**src/rtl/tx_frame_sender.sv**
```systemverilog
// tx_frame_sender
// Streams a response frame byte-by-byte into a byte UART. On tx_start the
// frame is latched: the 5-byte exception frame when exception is nonzero,
// otherwise the 8-byte write-echo frame. Bytes leave MSB-first, and each new
// byte waits for the UART to accept and finish the previous one.
//
// Build option: define TX_FRAME_GAP_EN to insert GAP_CYCLES idle clocks of
// line silence after the last byte, before frame_done. When it is undefined,
// no gap counter is built.
//
// Ports:
//   clk_in          rising-edge system clock
//   rst_n_in        asynchronous active-low reset
//   tx_start        one-cycle pulse, frame ready (ignored unless idle)
//   exception       nonzero selects the exception frame
//   exception_seq   5-byte exception frame, first byte in [39:32]
//   code06_response 8-byte write-echo frame, first byte in [63:56]
//   uart_busy       UART shifting a byte
//   uart_data       byte to transmit, held between strobes
//   uart_wr         one-cycle write strobe to the UART
//   frame_busy      frame in progress
//   frame_done      one-cycle pulse at frame completion
module tx_frame_sender #(
  parameter logic [31:0] GAP_CYCLES = 32'd200508
) (
  input  logic        clk_in,
  input  logic        rst_n_in,
  input  logic        tx_start,
  input  logic [7:0]  exception,
  input  logic [39:0] exception_seq,
  input  logic [63:0] code06_response,
  input  logic        uart_busy,
  output logic [7:0]  uart_data,
  output logic        uart_wr,
  output logic        frame_busy,
  output logic        frame_done
);

  typedef enum logic [2:0] {
    S_IDLE      = 3'd0,
    S_SEND      = 3'd1,
    S_WAIT_ACK  = 3'd2,
    S_WAIT_IDLE = 3'd3,
    S_GAP       = 3'd4,
    S_DONE      = 3'd5
  } state_e;

  state_e      state_q,      state_d;
  logic [63:0] shift_q,      shift_d;
  logic [3:0]  len_q,        len_d;
  logic [3:0]  cnt_q,        cnt_d;
  logic [7:0]  uart_data_q,  uart_data_d;
  logic        uart_wr_q,    uart_wr_d;
  logic        frame_busy_q, frame_busy_d;
  logic        frame_done_q, frame_done_d;
`ifdef TX_FRAME_GAP_EN
  logic [31:0] gap_cnt_q,    gap_cnt_d;
`endif

  // Next-state and next-output logic for the frame sequencer.
  always_comb begin
    state_d      = state_q;
    shift_d      = shift_q;
    len_d        = len_q;
    cnt_d        = cnt_q;
    uart_data_d  = uart_data_q;
    uart_wr_d    = 1'b0;
    frame_busy_d = frame_busy_q;
    frame_done_d = 1'b0;
`ifdef TX_FRAME_GAP_EN
    gap_cnt_d    = gap_cnt_q;
`endif
    case (state_q)
      S_IDLE: begin
        if (tx_start) begin
          if (exception != 8'h00) begin
            shift_d = {exception_seq, 24'h000000};
            len_d   = 4'd5;
          end else begin
            shift_d = code06_response;
            len_d   = 4'd8;
          end
          cnt_d        = 4'd0;
          frame_busy_d = 1'b1;
          state_d      = S_SEND;
        end else begin
          state_d = S_IDLE;
        end
      end
      S_SEND: begin
        uart_data_d = shift_q[63:56];
        uart_wr_d   = 1'b1;
        state_d     = S_WAIT_ACK;
      end
      S_WAIT_ACK: begin
        // The UART raises busy the cycle after the strobe; wait for it so the
        // following idle check cannot see the pre-strobe idle level.
        if (uart_busy) begin
          state_d = S_WAIT_IDLE;
        end else begin
          state_d = S_WAIT_ACK;
        end
      end
      S_WAIT_IDLE: begin
        if (!uart_busy) begin
          shift_d = {shift_q[55:0], 8'h00};
          cnt_d   = cnt_q + 4'd1;
          if ((cnt_q + 4'd1) == len_q) begin
            state_d = S_GAP;
`ifdef TX_FRAME_GAP_EN
            gap_cnt_d = 32'd0;
`endif
          end else begin
            state_d = S_SEND;
          end
        end else begin
          state_d = S_WAIT_IDLE;
        end
      end
      S_GAP: begin
`ifdef TX_FRAME_GAP_EN
        // Entry cycle counts as gap clock 0; done lands GAP_CYCLES+1 cycles
        // after the final busy fall.
        if ((gap_cnt_q + 32'd1) >= GAP_CYCLES) begin
          gap_cnt_d    = 32'd0;
          frame_done_d = 1'b1;
          frame_busy_d = 1'b0;
          state_d      = S_DONE;
        end else begin
          gap_cnt_d = gap_cnt_q + 32'd1;
          state_d   = S_GAP;
        end
`else
        frame_done_d = 1'b1;
        frame_busy_d = 1'b0;
        state_d      = S_DONE;
`endif
      end
      S_DONE: begin
        // frame_done is high during this state; tx_start is not looked at.
        frame_busy_d = 1'b0;
        state_d      = S_IDLE;
      end
      default: begin
        state_d      = S_IDLE;
        shift_d      = 64'h0;
        len_d        = 4'd0;
        cnt_d        = 4'd0;
        uart_data_d  = 8'h00;
        uart_wr_d    = 1'b0;
        frame_busy_d = 1'b0;
        frame_done_d = 1'b0;
`ifdef TX_FRAME_GAP_EN
        gap_cnt_d    = 32'd0;
`endif
      end
    endcase
  end

  // State and output registers.
  always_ff @(posedge clk_in or negedge rst_n_in) begin
    if (!rst_n_in) begin
      state_q      <= S_IDLE;
      shift_q      <= 64'h0;
      len_q        <= 4'd0;
      cnt_q        <= 4'd0;
      uart_data_q  <= 8'h00;
      uart_wr_q    <= 1'b0;
      frame_busy_q <= 1'b0;
      frame_done_q <= 1'b0;
`ifdef TX_FRAME_GAP_EN
      gap_cnt_q    <= 32'd0;
`endif
    end else begin
      state_q      <= state_d;
      shift_q      <= shift_d;
      len_q        <= len_d;
      cnt_q        <= cnt_d;
      uart_data_q  <= uart_data_d;
      uart_wr_q    <= uart_wr_d;
      frame_busy_q <= frame_busy_d;
      frame_done_q <= frame_done_d;
`ifdef TX_FRAME_GAP_EN
      gap_cnt_q    <= gap_cnt_d;
`endif
    end
  end

  assign uart_data  = uart_data_q;
  assign uart_wr    = uart_wr_q;
  assign frame_busy = frame_busy_q;
  assign frame_done = frame_done_q;

endmodule

```
**config.mk**
```make
export PLATFORM = sky130hd
export DESIGN_NAME = tx_frame_sender
export DESIGN_NICKNAME = d
export VERILOG_FILES = /design/src/rtl/tx_frame_sender.sv
export SDC_FILE = /design/constraint.sdc
export NUM_CORES = 1
export LEC_CHECK = 0
export ABC_CLOCK_PERIOD_IN_PS = 1750
export CAP_MARGIN = 20
export CORE_MARGIN = 1.5
export CORE_UTILIZATION = 30
export CTS_CLUSTER_DIAMETER = 200
export DETAILED_ROUTE_END_ITERATION = 8
export PLACE_DENSITY_LB_ADDON = 0.1
export SYNTH_ARGS = -nofsm -noshare
export SYNTH_HDL_FRONTEND = slang
export SYNTH_SLANG_ARGS = --single-unit
```
**constraint.sdc**
```tcl
create_clock -name clk_in -period 1.75 [get_ports clk_in]
set_input_delay 0.35 -clock clk_in [delete_from_list [all_inputs] [get_ports clk_in]]
set_output_delay 0.35 -clock clk_in [all_outputs]
set_load 0.05 [all_outputs]
```
==> qor.txt, run 1 <==
cell total after placement - 756
Max Fclk - 594.5 MHz
gpl congestion - 0.8288
total clock buffers created by CTS - 9
FF-to-FF Start - state_q[0]$_DFF_PN0_
hold_ws - 0.5013 ns
critical path, cell by cell - clkdlybuf4s50_1, and2b_1, buf_4, o21ai_2, nand2_1, buf_12, a41oi_1
P per Cell Area - 1496 nW/µm²
initial DRC count - 291
top cells by area, synth - dfrtp_1 (47%), nand3_1 (9.5%), a22o_1 (7.9%)
initial core utilization - 30.68%
DRC - 0
Leak Pwr - 2.592 nW
CTS tree - yes
clk_skew - 0.008606 ns
capture point of the worst reg-to-reg path - shift_q[11]$_DFFE_PN0P_
H-Tree Depth - 3
Die Wd - 124.7 µm
Power Total - 9.863 mW
via count - 4291
Top FF cell, synth - dfrtp_1
Yosys top cell area share - 47.32%
leading area contributor after synthesis - dfrtp_1
max_cap viols - 0
DPL Wire Length - 9862 µm
post-route antenna net violation count - 0
GRT Overall Usage - 19.27%
Max Root-Sink Buffers - 2
Slew Limit Fails - 0
Mapped Nets - 578
crit path max fanout - 40
num ports - 127
mapped cell area - 4442 µm²
crit share post-route - 96.12%
Async S/R FF share, synth - 100.0%
status - finished, final reports clean
largest net degree at the start of global routing - 45
critical path type - in2reg
die area - 15550 µm²
Hold Crit Class - in2async
CP arrival - 1.94 ns
Setup-failing EPs final - 0
Total Wirelength - 14820 µm
clk_lat worst skew - 0.35 ns
nets - 702
number of flops mapped to enable cells by yosys - 0
setup TNS - 0 ns
Core ar. - 14480 µm²
drt pass-1 iters - 4
I/O Buffers - 126
Post-synth top cells - dfrtp_1 (84), nand3_1 (84), nand2_1 (53)
vias in the first global route - 4567
Req. time, crit path - 2.00 ns
Layout Cells excl Fill - 774
# rows - 44
Die Y-Extent - 124.7 µm
Post-Syn Area per Cell - 9.635 µm²
post-synthesis sequential area ratio - 47.32%
Synth Warn # - 0
relative slew slack - 65.89%
gr ovfl total - 0
P&R area growth vs syn - 48.48%
Worst path max stage delay - 0.48 ns
slowest stage cell, crit path - clkdlybuf4s50_1
Reg2Reg Setup Slack - 0.09 ns
antenna violations before repair - 0
CP startpoint kind - primary input
first-pass GRT wire length - 23940 µm
clock-pin slew on the worst setup and hold paths - 0.06 ns
Syn Inst Count - 461
Worst-Margin Slew - 0.5105 ns
Root Buffer - clkbuf_16
Tmin final - 1.682 ns
Worst setup EP type - flop
Fin. Hold Viols - 0
Seq cells post-synth - 84
via/cell ratio - 5.544
worst reg2reg path depth - 5
n_diodes - 0
Cell variety after synth - 42
routed length per instance - 19.15 µm
Sink Count - 84
Worst IR Drop VDD - 0.6927 mV
share of cells above drive strength 1 - 15.76%
-- worst max-delay path by stage --
| stage | startpoint | endpoint | depth (start not counted) |
|---|---|---|---|
| 2_1_floorplan | state_q[2]$_DFF_PN0_ | shift_q[13]$_DFFE_PN0P_ | 6 |
| 3_3_place_gp | exception[1] | shift_q[13]$_DFFE_PN0P_ | 7 |
| 4_1_cts | state_q[1]$_DFF_PN0_ | shift_q[57]$_DFFE_PN0P_ | 5 |
| 6_report | uart_busy | shift_q[40]$_DFFE_PN0P_ | 7 |
| 3_5_place_dp | exception[1] | shift_q[57]$_DFFE_PN0P_ | 7 |
| 5_1_grt | exception[2] | shift_q[50]$_DFFE_PN0P_ | 7 |
-- state kept, by name, indices dropped and copies added (netlist names) --
signal and count:
state_q 3, frame_done 1, frame_busy 1, len_q 2, shift_q 64, uart_data 8
uart_wr 1, cnt_q 4
-- stage by stage --
stage | utilization, % | setup slack [ns] | area (µm²)
2_1_floorplan | - | 0.1375 | 4442
3_3_place_gp | 42.20 | -0.3120 | 6110
3_5_place_dp | 42.20 | -0.3708 | 6110
4_1_cts | 44.86 | 0.04320 | 6495
5_1_grt | 45.55 | -0.0002724 | 6595
6_report | 45.55 | 0.06792 | 6595
-- what timing repair did --
item | CTS | global route
cloned | 1 | 0
hold buffers | 1 | 0
setup buffers | 0 | 0
pin swaps | 0 | 1
gates resized for setup | 5 | 17
endpoints found under the hold margin | 28 | 0
setup endpoints to repair | 3 | 44
-- report_power, final --
group	internal [mW]	switching (mW)
registers	2.63	0.471
logic	1.96	2.63
clock network	1.37	0.798
-- layer usage --
metal  up-vias  GRT usage [%]  share of wire [%]
met1      2108          24.85                 45
met3        18          5.412                5.7
met5         -              0                  0
met2       140          31.25                 47
met4         0          6.085                1.9
li1       2025              -                  -
-- logic make-up (layout without fill, tap and decap cells) --
group / after synthesis / in the layout / synth area share [%]
buffers and inverters: 55 / 184 / 5.634
XOR/XNOR: 3 / 3 / 0.5917
flip-flops: 84 / 84 / 47.32
multiplexers: 1 / 1 / 0.2254
AO/OA/AOI/OAI: 154 / 154 / 28.31
AND/OR/NAND/NOR: 163 / 163 / 17.63
adder cells (fa/ha/maj): 1 / 1 / 0.2816
-- layout by cell type, fill, tap and decap left out, drive strengths merged, types with 3 or more instances in the layout --
cell type and count:
and2 3, nand2 54, a22oi 8, buf 51
a41oi 40, clkbuf 13, o31ai 41, o21ai 14
a22o 40, clkdlybuf4s50 114, dfrtp 84, nand2b 3
nor2 6, nand3 84
-- layout make-up --
| type | instances | area (µm²) |
|---|---|---|
| timing repair buffer | 166 | 1712 |
| multi-input combinational | 322 | 2203 |
| tap | 184 | 230.2 |
| clock inverter | 3 | 67.56 |
| sequential | 84 | 2105 |
| fill | 1395 | 7884 |
| inverter | 2 | 7.507 |
| clock buffer | 13 | 270.3 |
-- critical path, delay by kind of cell --
| kind | cells | cell delay, ns |
|---|---|---|
| buffers and inverters | 3 | 0.82 |
| AO/OA/AOI/OAI | 2 | 0.41 |
| AND/OR/NAND/NOR | 2 | 0.34 |
No activity file was read; power rests on OpenSTA's default activity.
==> run 2, diff against run 1 <==
--- a/config.mk
+++ b/config.mk
@@ -8,7 +8,7 @@
 export ABC_CLOCK_PERIOD_IN_PS = 1750
 export CAP_MARGIN = 20
 export CORE_MARGIN = 1.5
-export CORE_UTILIZATION = 30
+export CORE_UTILIZATION = 48
 export CTS_CLUSTER_DIAMETER = 200
 export DETAILED_ROUTE_END_ITERATION = 8
 export PLACE_DENSITY_LB_ADDON = 0.1
==> constraint.sdc (replaced) <==
create_clock -name clk_in -period 1.75 [get_ports clk_in]
set_input_delay 0.2625 -clock clk_in [delete_from_list [all_inputs] [get_ports clk_in]]
set_output_delay 0.2625 -clock clk_in [all_outputs]
set_load 0.05 [all_outputs]
==> run 2 against run 1 <==
  * First-iteration DRC count decreased by 6.9%
  * Clock power decreased by 41%
  * Sequential power about the same
  * Critical path depth decreased by 2
  * Critical path type is now reg2reg
  * Clock skew increased by 0.011 ns
  * Design area decreased by 6.0%
  * Count of clock-buffer cells in the layout decreased by 3
  * Fmax increased by 1.6%
  * Combinational power decreased by 4%
  * Via count about the same
==> qor.txt, run 2 (same netlist as run 1, synthesis figures left out) <==
status - finished, final reports clean
nets - 698
critical path type - reg2reg
Sink Count - 84
crit path max fanout - 34
Root Buffer - clkbuf_8
routed length per instance - 18.82 µm
filler instances - 684
Reg with most FFs - shift_q
Tmin final - 1.656 ns
Worst-Margin Slew - 0.5227 ns
RSZ-0062 raised after global routing - yes
Worst setup EP type - flop
initial DRC count - 271
clk_lat worst skew - 0.36 ns
Leak Pwr - 2.486 nW
clock-pin slew on the worst setup and hold paths - 0.10 ns
fin worst setup slack - 0.09448 ns
Total Wirelength - 13060 µm
# rows - 34
die area - 9840 µm²
Die Y-Extent - 99.20 µm
Setup-failing EPs final - 0
DRC - 0
largest net degree at the start of global routing - 85
Clock Power Share - 14.5%
vias in the first global route - 4035
n_diodes - 0
CP arrival - 1.91 ns
via count - 4294
clk_skew - 0.01953 ns
gpl congestion - 0.8050
FF-to-FF Start - state_q[0]$_DFF_PN0_
Hold Crit Class - in2async
most common cell after layout, fill and taps aside - clkdlybuf4s50_1
GRT Overall Usage - 25.98%
num ports - 127
combinational share of power - 50.5%
first-pass GRT wire length - 20610 µm
max_cap viols - 0
share of cells above drive strength 1 - 12.97%
Reg2Reg Setup Slack - 0.09 ns
total clock buffers created by CTS - 9
worst reg2reg path depth - 5
switching power - 3.702 mW
Core ar. - 8848 µm²
gr ovfl total - 0
drt pass-1 iters - 5
Sequential Power Share - 35.1%
initial core utilization - 50.20%
Fin. Hold Viols - 0
antenna violations before repair - 0
P&R area growth vs syn - 39.52%
via/cell ratio - 6.187
Req. time, crit path - 2.00 ns
crit share post-route - 94.60%
CTS tree - yes
Worst IR Drop VDD - 0.6765 mV
commonest cells after routing, fill and taps aside - clkdlybuf4s50_1 (114), nand3_1 (84), dfrtp_1 (83), nand2_1 (53), o31ai_1 (41)
Crit. Startpoint - state_q[0]$_DFF_PN0_
Sw Share - 42.19%
relative slew slack - 65.08%
CP startpoint kind - flop
capture point of the worst reg-to-reg path - shift_q[63]$_DFFE_PN0P_
max reg flops - 64
post-placement setup slack - -0.3055 ns
Slew Limit Fails - 0
Internal Power - 5.074 mW
P per Cell Area - 1416 nW/µm²
post-route antenna net violation count - 0
H-Tree Depth - 3
Die Wd - 99.20 µm
Max Fclk - 604.0 MHz
final core occ - 70.04%
I/O Buffers - 126
Max Root-Sink Buffers - 2
DPL Wire Length - 8567 µm
## run 2: worst max-delay path: stages (launching register included)
cell and delay, ns:
dfrtp_2 0.47, nor3_4 0.28, buf_4 0.28, buf_12 0.21, nand3_1 0.09, a41oi_1 0.23
## run 2: per-stage QoR
step	hold slack (ns)	power (mW)	TNS, ns	instance area, µm²	cells
after global placement	0.3298	7.304	-10.87	5939	675
after detailed placement	0.3255	7.422	-12.73	5939	675
after CTS	0.4882	8.730	0	6147	693
after floorplan	-0.03309	5.856	0	4442	461
after global routing	0.5051	9.334	-0.02459	6197	694
final	0.4550	8.776	0	6197	694
## run 2: layout make-up
type	count	area, µm²	share of cell area, %
sequential	84	2103	33.94
clock inverter	6	40.04	0.6461
timing repair buffer	162	1654	26.69
inverter	2	7.507	0.1211
clock buffer	10	137.6	2.221
multi-input combinational	322	2120	34.20
tap	108	135.1	2.181
## run 2: worst max path at each step
stage | end | depth (start not counted)
finish | shift_q[63]$_DFFE_PN0P_ | 5
global route | shift_q[60]$_DFFE_PN0P_ | 7
CTS | cnt_q[3]$_DFFE_PN0P_ | 5
detailed placement | shift_q[20]$_DFFE_PN0P_ | 6
global placement | shift_q[21]$_DFFE_PN0P_ | 6
floorplan | shift_q[13]$_DFFE_PN0P_ | 6
## run 2: power by group through the flow
stage | clock network [mW] | registers [mW] | logic [mW]
final | 1.27 | 3.08 | 4.43
after floorplan | 0 | 3.28 | 2.57
after detailed placement | 0 | 3.09 | 4.33
after global placement | 0 | 3.06 | 4.24
after CTS | 1.28 | 3.06 | 4.40
after global routing | 1.36 | 3.15 | 4.83
## run 2: per-layer routing
metal | track usage, % | share of wire [%] | up-vias
li1 | - | - | 2023
met1 | 36.88 | 43 | 2065
met2 | 42.55 | 48 | 193
met3 | 3.865 | 7.4 | 13
met4 | 5.959 | 0.84 | 0
met5 | 0 | 0 | -
## run 2: what timing repair did
item,CTS,global route
buffers inserted,1,0
gates resized for setup,0,7
pin swaps,1,0
endpoints found under the setup margin,16,42
gates cloned,0,1
endpoints found under the hold margin,84,0
hold buffers,1,0
==> run 3, diff against run 2 <==
--- a/config.mk
+++ b/config.mk
@@ -7,6 +7,7 @@
 export LEC_CHECK = 0
 export ABC_CLOCK_PERIOD_IN_PS = 1750
 export CAP_MARGIN = 20
+export CORE_ASPECT_RATIO = 0.9
 export CORE_MARGIN = 1.5
 export CORE_UTILIZATION = 48
 export CTS_CLUSTER_DIAMETER = 200
==> run 3 against run 2 <==
  * Critical path depth unchanged
  * Combinational power is essentially flat
  * Design area rose by 0.79%
  * Core utilization is 0.96 points lower
  * Count of clock-buffer cells in the layout increased by 1
  * Sequential power rose by 1%
  * Fmax fell by 0.60%
  * First-iteration DRC count up 36%
  * Register-to-register slack hardly changed
  * Hold slack worse by 0.048 ns
  * Via count down 0.54%
  * Sequential cell count stayed put
==> qor.txt, run 3 (same netlist as run 1, synthesis figures left out) <==
clock-pin slew on the worst setup and hold paths - 0.08 ns
DPL Wire Length - 8422 µm
Tmin final - 1.665 ns
DRC - 0
via count - 4271
vias in the first global route - 4159
Worst path max stage delay - 0.48 ns
switching power - 3.680 mW
Total Wirelength - 13000 µm
clk_skew - 0.01059 ns
Max Fclk - 600.4 MHz
post-route antenna net violation count - 0
total clock buffers created by CTS - 9
largest net degree at the start of global routing - 65
Worst IR Drop VDD - 0.7511 mV
Fin. Hold Viols - 0
n_diodes - 0
commonest cells after routing, fill and taps aside - clkdlybuf4s50_1 (114), nand3_1 (84), dfrtp_1 (82), nand2_1 (52)
Internal Power - 5.392 mW
GRT Overall Usage - 26.88%
die area - 9841 µm²
relative slew slack - 68.28%
post-placement setup slack - -0.3508 ns
I/O Buffers - 126
initial DRC count - 368
Die Y-Extent - 94.26 µm
P&R area growth vs syn - 40.62%
CTS tree - yes
Hold Crit Class - in2async
CP arrival - 1.86 ns
nets - 691
Core ar. - 9042 µm²
via/cell ratio - 6.101
Sequential Power Share - 34.4%
Max Root-Sink Buffers - 2
Worst setup EP type - flop
Reg with most FFs - shift_q
DP Area - 5934 µm²
most common cell after layout, fill and taps aside - clkdlybuf4s50_1
Slew Limit Fails - 0
drt pass-1 iters - 6
P per Cell Area - 1452 nW/µm²
setup TNS - 0 ns
CP startpoint kind - flop
initial core utilization - 49.12%
critical path type - reg2reg
Reg2Reg Setup Slack - 0.08 ns
max_cap viols - 0
status - finished, final reports clean
Layout Cells excl Fill - 700
max reg flops - 64
share of cells above drive strength 1 - 12.63%
H-Tree Depth - 3
num ports - 127
cell total after placement - 681
routed length per instance - 18.57 µm
slowest stage cell, crit path - dfrtp_2
Sink Count - 84
Die Wd - 104.4 µm
Root Buffer - clkbuf_8
critical path, cell by cell - and2b_1, o21a_1, buf_12, o31ai_1, a41oi_1
hold_ws - 0.4068 ns
fin worst setup slack - 0.08452 ns
crit share post-route - 95.17%
Req. time, crit path - 1.95 ns
# rows - 33
Setup-failing EPs final - 0
Worst-Margin Slew - 0.4758 ns
gpl congestion - 0.8338
combinational share of power - 48.6%
final instance area - 6246 µm²
crit path max fanout - 40
clk_lat worst skew - 0.34 ns
antenna violations before repair - 0
gr ovfl total - 0
Leak Pwr - 2.480 nW
Sw Share - 40.56%
first-pass GRT wire length - 21050 µm
Clock Power Share - 17.0%
-- run 3: area by class of cell --
cell class,instances,area [µm²]
Inverter,2,7.507
Tap cell,122,152.6
Multi-Input combinational cell,322,2135
Clock buffer,11,151.4
Timing Repair Buffer,155,1623
Fill cell,682,2796
Clock inverter,4,72.57
Sequential cell,84,2105
-- run 3: path summary, 6_finish.rpt --
kind	from	endpoint	cells past startpoint
hold / removal	rst_n_in	uart_data[6]$_DFFE_PN0N_	2
setup reg to reg	state_q[0]$_DFF_PN0_	shift_q[40]$_DFFE_PN0P_	5
setup / recovery	state_q[0]$_DFF_PN0_	shift_q[40]$_DFFE_PN0P_	5
max in group asynchronous	rst_n_in	shift_q[49]$_DFFE_PN0P_	3
hold reg to reg	shift_q[7]$_DFFE_PN0P_	shift_q[7]$_DFFE_PN0P_	1
min in group clk_in	exception_seq[5]	shift_q[29]$_DFFE_PN0P_	3
-- run 3: what timing repair did --
item | in CTS | in global routing
hold buffers | 1 | 0
setup buffers | 0 | 2
setup endpoints to repair | 2 | 43
cloned | 0 | 1
hold endpoints to repair | 32 | 0
resized for setup | 1 | 9
pin swaps | 0 | 0
-- run 3: power groups by stage --
| stage | clock network (mW) | logic, mW | registers [mW] |
|---|---|---|---|
| floorplan | 0 | 2.57 | 3.28 |
| detailed placement | 0 | 4.23 | 3.13 |
| CTS | 1.57 | 4.26 | 3.10 |
| global route | 1.65 | 4.82 | 3.19 |
| finish | 1.54 | 4.40 | 3.12 |
| global placement | 0 | 4.12 | 3.10 |
-- run 3: through the flow --
stage	util (%)	total power [mW]
6_report	69.07	9.072
5_1_grt	69.07	9.672
4_1_cts	68.23	8.934
3_5_place_dp	65.63	7.357
3_3_place_gp	65.63	7.226
2_1_floorplan	-	5.856
-- run 3: critical path: cells and delay by family (launching register included) --
kind | cells | cell delay [ns]
AND/OR/NAND/NOR | 1 | 0.22
buffers and inverters | 1 | 0.20
AO/OA/AOI/OAI | 3 | 0.59
flip-flops | 1 | 0.48
-- run 3: routing by layer --
layer	up-vias	GRT usage [%]	share of wire, %	routed length (µm)
li1	2003	-	-	-
met1	2038	36.24	43	5584
met2	207	43.09	47	6170
met3	23	6.449	7.7	1000
met4	0	7.986	1.9	241
met5	-	0	0	0
